==> src/rtl/ceil_div_seq_pkg.sv <==
// ------------------------------------------------------------------
// ceil_div_seq_pkg : state type and counter sizing for ceil_div_seq
// Rev 1.0
// ------------------------------------------------------------------
`default_nettype none

package ceil_div_seq_pkg;

  typedef enum logic [1:0] {
    IDLE = 2'd0,
    CALC = 2'd1,
    DONE = 2'd2
  } state_e;

  // Bits needed to index num items, never less than one.
  function automatic int unsigned idx_width(input int unsigned num);
    return (num > 32'd1) ? unsigned'($clog2(num)) : 32'd1;
  endfunction

  function automatic int unsigned cnt_width(input int unsigned width);
    return idx_width(width);
  endfunction

endpackage

`default_nettype wire

==> src/rtl/ceil_div_step.sv <==
// ------------------------------------------------------------------
// ceil_div_step : one combinational restoring-division step
// Rev 1.0
// ------------------------------------------------------------------
`default_nettype none

module ceil_div_step #(
  parameter int unsigned WIDTH = 32
) (
  input  logic [WIDTH:0]   rem_i,
  input  logic [WIDTH-1:0] divisor_i,
  input  logic             bit_i,
  output logic [WIDTH:0]   rem_o,
  output logic             q_bit_o
);

  logic [WIDTH:0]   shifted_lo;
  logic [WIDTH+1:0] diff;
  logic             geq;

  // A set top bit means the shifted value already exceeds any divisor;
  // the low-bit difference is still correct modulo 2^(WIDTH+1).
  always_comb begin
    shifted_lo = {rem_i[WIDTH-1:0], bit_i};
    diff       = {1'b0, shifted_lo} - {2'b00, divisor_i};
    geq        = rem_i[WIDTH] | ~diff[WIDTH+1];
    rem_o      = geq ? diff[WIDTH:0] : shifted_lo;
    q_bit_o    = geq;
  end

endmodule

`default_nettype wire

==> src/rtl/ceil_div_seq.sv <==
// ------------------------------------------------------------------
// ceil_div_seq : multi-cycle unsigned ceiling divider, valid/ready
// Rev 1.0
// ------------------------------------------------------------------
`default_nettype none

module ceil_div_seq
  import ceil_div_seq_pkg::*;
#(
  parameter int unsigned WIDTH = 32
) (
  input  logic             clk_i,
  input  logic             rst_ni,
  input  logic             flush_i,
  input  logic             in_valid_i,
  output logic             in_ready_o,
  input  logic [WIDTH-1:0] dividend_i,
  input  logic [WIDTH-1:0] divisor_i,
  output logic             out_valid_o,
  input  logic             out_ready_i,
  output logic [WIDTH-1:0] quotient_o,
  output logic [WIDTH-1:0] remainder_o,
  output logic             div_zero_o
);

  localparam int unsigned CNT_W = cnt_width(WIDTH);

  state_e           state_q, state_d;
  logic [CNT_W-1:0] cnt_q, cnt_d;
  logic [WIDTH:0]   rem_q, rem_d;
  logic [WIDTH-1:0] dvd_q, dvd_d;
  logic [WIDTH-1:0] dvs_q, dvs_d;
  logic [WIDTH-1:0] quotient_q, quotient_d;
  logic [WIDTH-1:0] remainder_q, remainder_d;
  logic             div_zero_q, div_zero_d;

  logic [WIDTH:0]   step_rem;
  logic             step_bit;
  logic             accept;
  logic [WIDTH-1:0] floor_q;

  ceil_div_step #(.WIDTH(WIDTH)) u_step (
    .rem_i     (rem_q),
    .divisor_i (dvs_q),
    .bit_i     (dvd_q[WIDTH-1]),
    .rem_o     (step_rem),
    .q_bit_o   (step_bit)
  );

  always_ff @(posedge clk_i or negedge rst_ni) begin
    if (!rst_ni) begin
      state_q <= IDLE;
    end else begin
      state_q <= state_d;
    end
  end

  always_comb begin
    state_d = state_q;
    if (flush_i) begin
      state_d = IDLE;
    end else begin
      case (state_q)
        IDLE:    if (in_valid_i) state_d = (divisor_i == '0) ? DONE : CALC;
        CALC:    if (cnt_q == '0) state_d = DONE;
        DONE:    if (out_ready_i) state_d = IDLE;
        default: state_d = IDLE;
      endcase
    end
  end

  always_comb begin
    in_ready_o  = (state_q == IDLE);
    out_valid_o = (state_q == DONE);
  end

  // The dividend register shifts out dividend bits MSB first and shifts
  // quotient bits in at the bottom, so it ends up holding the floor quotient.
  always_comb begin
    accept      = in_valid_i && in_ready_o && !flush_i;
    floor_q     = {dvd_q[WIDTH-2:0], step_bit};
    cnt_d       = cnt_q;
    rem_d       = rem_q;
    dvd_d       = dvd_q;
    dvs_d       = dvs_q;
    quotient_d  = quotient_q;
    remainder_d = remainder_q;
    div_zero_d  = div_zero_q;
    if (accept) begin
      dvd_d = dividend_i;
      dvs_d = divisor_i;
      rem_d = '0;
      cnt_d = CNT_W'(WIDTH - 1);
      if (divisor_i == '0) begin
        quotient_d  = '1;
        remainder_d = dividend_i;
        div_zero_d  = 1'b1;
      end
    end else if (state_q == CALC && !flush_i) begin
      rem_d = step_rem;
      dvd_d = floor_q;
      cnt_d = cnt_q - CNT_W'(1);
      if (cnt_q == '0) begin
        // Cannot wrap: divisor 1 leaves no remainder, divisor >= 2 halves the range.
        quotient_d  = floor_q + WIDTH'(step_rem != '0);
        remainder_d = step_rem[WIDTH-1:0];
        div_zero_d  = 1'b0;
      end
    end
  end

  always_ff @(posedge clk_i or negedge rst_ni) begin
    if (!rst_ni) begin
      cnt_q       <= '0;
      rem_q       <= '0;
      dvd_q       <= '0;
      dvs_q       <= '0;
      quotient_q  <= '0;
      remainder_q <= '0;
      div_zero_q  <= 1'b0;
    end else begin
      cnt_q       <= cnt_d;
      rem_q       <= rem_d;
      dvd_q       <= dvd_d;
      dvs_q       <= dvs_d;
      quotient_q  <= quotient_d;
      remainder_q <= remainder_d;
      div_zero_q  <= div_zero_d;
    end
  end

  assign quotient_o  = quotient_q;
  assign remainder_o = remainder_q;
  assign div_zero_o  = div_zero_q;

`ifndef SYNTHESIS
  logic [WIDTH-1:0]   chk_dvd_q;
  logic [WIDTH-1:0]   chk_dvs_q;
  logic [2*WIDTH-1:0] chk_prod;
  logic [2*WIDTH-1:0] chk_prod_m1;

  always_ff @(posedge clk_i) begin
    if (accept) begin
      chk_dvd_q <= dividend_i;
      chk_dvs_q <= divisor_i;
    end
  end

  always_comb begin
    chk_prod    = (2*WIDTH)'(quotient_o) * (2*WIDTH)'(chk_dvs_q);
    chk_prod_m1 = (2*WIDTH)'(quotient_o - WIDTH'(1)) * (2*WIDTH)'(chk_dvs_q);
  end

  a_stable: assert property (@(posedge clk_i) disable iff (!rst_ni)
    (out_valid_o && !out_ready_i && !flush_i) |=>
      (out_valid_o && $stable(quotient_o) && $stable(remainder_o) && $stable(div_zero_o)));

  a_ceil_upper: assert property (@(posedge clk_i) disable iff (!rst_ni)
    (out_valid_o && !div_zero_o) |-> (chk_prod >= (2*WIDTH)'(chk_dvd_q)));

  a_ceil_lower: assert property (@(posedge clk_i) disable iff (!rst_ni)
    (out_valid_o && !div_zero_o && chk_dvd_q != '0) |-> (chk_prod_m1 < (2*WIDTH)'(chk_dvd_q)));
`endif

endmodule

`default_nettype wire

==> config.mk <==
export PLATFORM = sky130hd
export DESIGN_NAME = ceil_div_seq
export DESIGN_NICKNAME = d
export VERILOG_FILES = /design/src/rtl/ceil_div_seq_pkg.sv /design/src/rtl/ceil_div_step.sv /design/src/rtl/ceil_div_seq.sv
export SDC_FILE = /design/constraint.sdc
export NUM_CORES = 1
export LEC_CHECK = 0
export ABC_AREA = 1
export CAP_MARGIN = 10
export CELL_PAD_IN_SITES_DETAIL_PLACEMENT = 1
export CELL_PAD_IN_SITES_GLOBAL_PLACEMENT = 1
export CORE_UTILIZATION = 45
export CTS_BUF_LIST = sky130_fd_sc_hd__clkbuf_4
export DETAILED_ROUTE_END_ITERATION = 10
export PLACE_DENSITY_LB_ADDON = 0.3
export REMOVE_ABC_BUFFERS = 1
export SYNTH_ARGS = -nofsm -noshare
export SYNTH_HDL_FRONTEND = slang
export SYNTH_HIERARCHICAL = 1
export SYNTH_SLANG_ARGS = --single-unit
export TNS_END_PERCENT = 1
==> constraint.sdc <==
create_clock -name clk_i -period 8.2 [get_ports clk_i]
set_input_delay 0.82 -clock clk_i [delete_from_list [all_inputs] [get_ports clk_i]]
set_output_delay 0.82 -clock clk_i [all_outputs]
set_load 0.005 [all_outputs]
==> impl_results.md <==
* GPL Wtd Cong at 0.952
* Placed instance count at 2,138
* Predominant post-synthesis flop cell: dfrtp_1
* Post-synthesis sequential area ratio at 36.6%
* RSZ-0062 raised after global routing: no
* Met1 usage at 42.0%
* Post-DP HPWL at 30.8 mm
* Final Core Density at 52.6%
* Drt pass-1 iters at 5
* Adder-cell share of the synthesized area at 4.18%
* Post-synthesis instance total at 1,726
* Post-route ant nets at 0
* Final WL at 40.6 mm
* Die ar. at 0.0263 mm²
* CP peak stage delay at 0.72 ns
* Final setup TNS at 0 ns
* Synthesis-stage register bit count at 169
* Crit path top cell by count: nand2_1
* Setup slack at placement at 3.42 ns
* Global-route track usage on met3 at 4.21%
* Syn Area/Cell at 6.69 µm²
* WS Path Type: reg2reg
* Asr flop ratio synth at 100%
* Via-to-Cell Ratio at 5.38
* Crit Path Max Fanout at 38
* Core ar. at 0.0252 mm²
* Critical Path End Type: flop
* PortBufs at 135
* YS warnings at 6
* Critical path arrival at 5.39 ns
* Max-cap violations at 0
* Non-Filler Instances at 2,172
* CTS clk-pin slew, worst paths at 0.19 ns
* Clock sink count at 169
* Post-layout minimum cycle time at 4.90 ns
* Fin. Hold Viols at 0
* Final Worst Setup Slack at 3.30 ns
* Grt ovf at 0
* Clk_skew at 0.0484 ns
* Top cell types by occurrence after synthesis: 700 x nand2_1, 247 x inv_1, 169 x dfrtp_1
* Global-route wire length before repair at 65.0 mm
* Antenna violations before repair at 2
* # DRC at 0
* Maximum vdd ir drop at 0.111 mV
* CTS tree: yes
* DP Area at 0.0129 mm²
* CP Launch Type: flop
* Total chip power at 4.02 mW
* Fraction of layout cells with a size suffix above 1 at 5.16%
* EDFF count, synth at 0
* Clock tree buffer depth at 2
* Met2 Use GR at 53.8%
* Layout area overhead at 14.7%
* Boundary Pins at 136
* Yosys cell types at 39
* Setup violators final at 0
* Post-CTS resize count at 0
* Tightest Pin Transition at 1.01 ns
* Top-count cell post-synth: nand2_1
* Slowest cell on crit path: nor2_4
* Largest family of logic cells by synthesized area: simple AND/OR/NAND/NOR gates
* CP cell instances: inv_1 -> ha_1 -> nand2_1 -> nor2_1 -> o21ai_1 -> nand3_1 -> nor2_4 -> nand2_8 -> nand3_2 -> nand2_1 -> inv_1 -> nand3_1 -> nor4_1 -> nand4_1 -> ha_1 -> ha_1 -> inv_1 -> nor2_2 -> nand2_1 -> nor2_1 -> nand3_1 -> nand3_1 -> nand2_1 -> nand2_1
* Status: finished, final reports clean
* Starting density of the core at 45.9%
* Leak at 6.95 nW
* Clock Latency Late Sink at 0.61 ns
* Post-Synth Simple-Gate Area at 39.1%
* Clock Root Buffer: clkbuf_4
* Synth area leaders: dfrtp_1 37%, nand2_1 23%, inv_1 8.0%
* # Post-CTS Setup Buffers at 0
* Period utilization at 59.7%
* Post-synth top area cell: dfrtp_1
* HP Class: in2async
* Die Wd at 162 µm
* Post-CTS Hold Fix Bufs at 0
* Via count at 11,700
* Iteration-0 DRC Markers at 837
* Layout net count at 1,934
* WL/cell at 18.7 µm
* GRT Util Overall at 31.9%
* Power per standard cell area at 303 mW/mm²
* CP required at 8.69 ns
* Max Fclk at 0.204 GHz
* Synth Area in XOR/XNOR at 1.14%
* Synth Cell Area at 0.0115 mm²
* Final Slew Violations at 0
* Finished Cell Area at 0.0132 mm²
* Compound-Gate Fraction of Synth Area at 7.18%
* Gr busiest metal: met2
* Row Count at 58
* CTS Buf Count at 17
* WHS at 0.308 ns
* Vias in the first global route at 12,000
* Area share of the leading cell type in the synthesized netlist at 36.6%
* Slew Limit Headroom at 32.5%
* Mux contribution to synthesized area at 0%
* Die H at 162 µm
* H-tree levels at 4
* Pin count of the biggest net entering global routing at 106
[registers in the layout, summed over array words and instances (netlist names)]
| register | count |
|---|---|
| remainder_o | 32 |
| quotient_o | 32 |
| rem_q | 33 |
| state_q | 2 |
| cnt_q | 5 |
| div_zero_o | 1 |
| dvs_q | 32 |
| dvd_q | 32 |
[worst paths after layout]
check	from	to	slack, ns	depth (start not counted)
setup / recovery	dvs_q[28]	quotient_o[16]	3.30	24
hold / removal	rst_ni	quotient_o[1]	0.31	1
setup reg to reg	dvs_q[28]	quotient_o[16]	3.30	24
hold reg to reg	dvs_q[21]	dvs_q[21]	0.50	2
max in group asynchronous	rst_ni	rem_q[12]	6.30	2
min in group clk_i	dvs_q[21]	dvs_q[21]	0.50	2
[cell type report]
cell class                 count  area [µm²]
timing repair buffer         142        1410
tap                          330         413
multi-input combinational   1245        5950
clock buffer                  18         135
inverter                     252         946
antenna                        2        5.00
sequential                   169        4230
clock inverter                14         156
fill                        3368       11900
[routing by layer]
metal | routed length, µm | up-vias | part of all wire, %
met5 | 0 | - | 0
met4 | 1220 | 0 | 3.0
met3 | 2010 | 68 | 5.0
met2 | 19400 | 344 | 48
met1 | 18000 | 5674 | 44
li1 | - | 5604 | -
[cell usage in the layout (no fill, tap or decap), types with 18 or more instances in the layout]
cell type	instances
a21oi_1	20
clkbuf_4	18
clkdlybuf4s50_1	134
dfrtp_1	169
ha_1	37
inv_1	247
nand2_1	700
nand3_1	156
nand3_2	26
nor2_1	109
o21ai_0	76
o221ai_1	30
[report_power, final]
| part | leakage, nW | switching, mW | internal (mW) |
|---|---|---|---|
| registers | 2.22 | 0.146 | 0.972 |
| clock network | 0.155 | 0.373 | 0.144 |
| logic | 4.57 | 1.67 | 0.707 |
| total | 6.95 | 2.19 | 1.82 |
[critical path: cells and delay by family (launching register included)]
kind / cells / cell delay (ns)
buffers and inverters: 3 / 0.30
AO/OA/AOI/OAI: 1 / 0.14
adder cells (fa/ha/maj): 3 / 0.85
AND/OR/NAND/NOR: 17 / 3.09
flip-flops: 1 / 0.40
[cell families after synthesis]
| family | after synthesis |
|---|---|
| simple gates | 1053 |
| buf+inv | 312 |
| flops | 169 |
| compound gates | 139 |
| fa+ha+maj | 38 |
| xor+xnor | 15 |
Note: power is estimated with default switching activity, not from simulation.
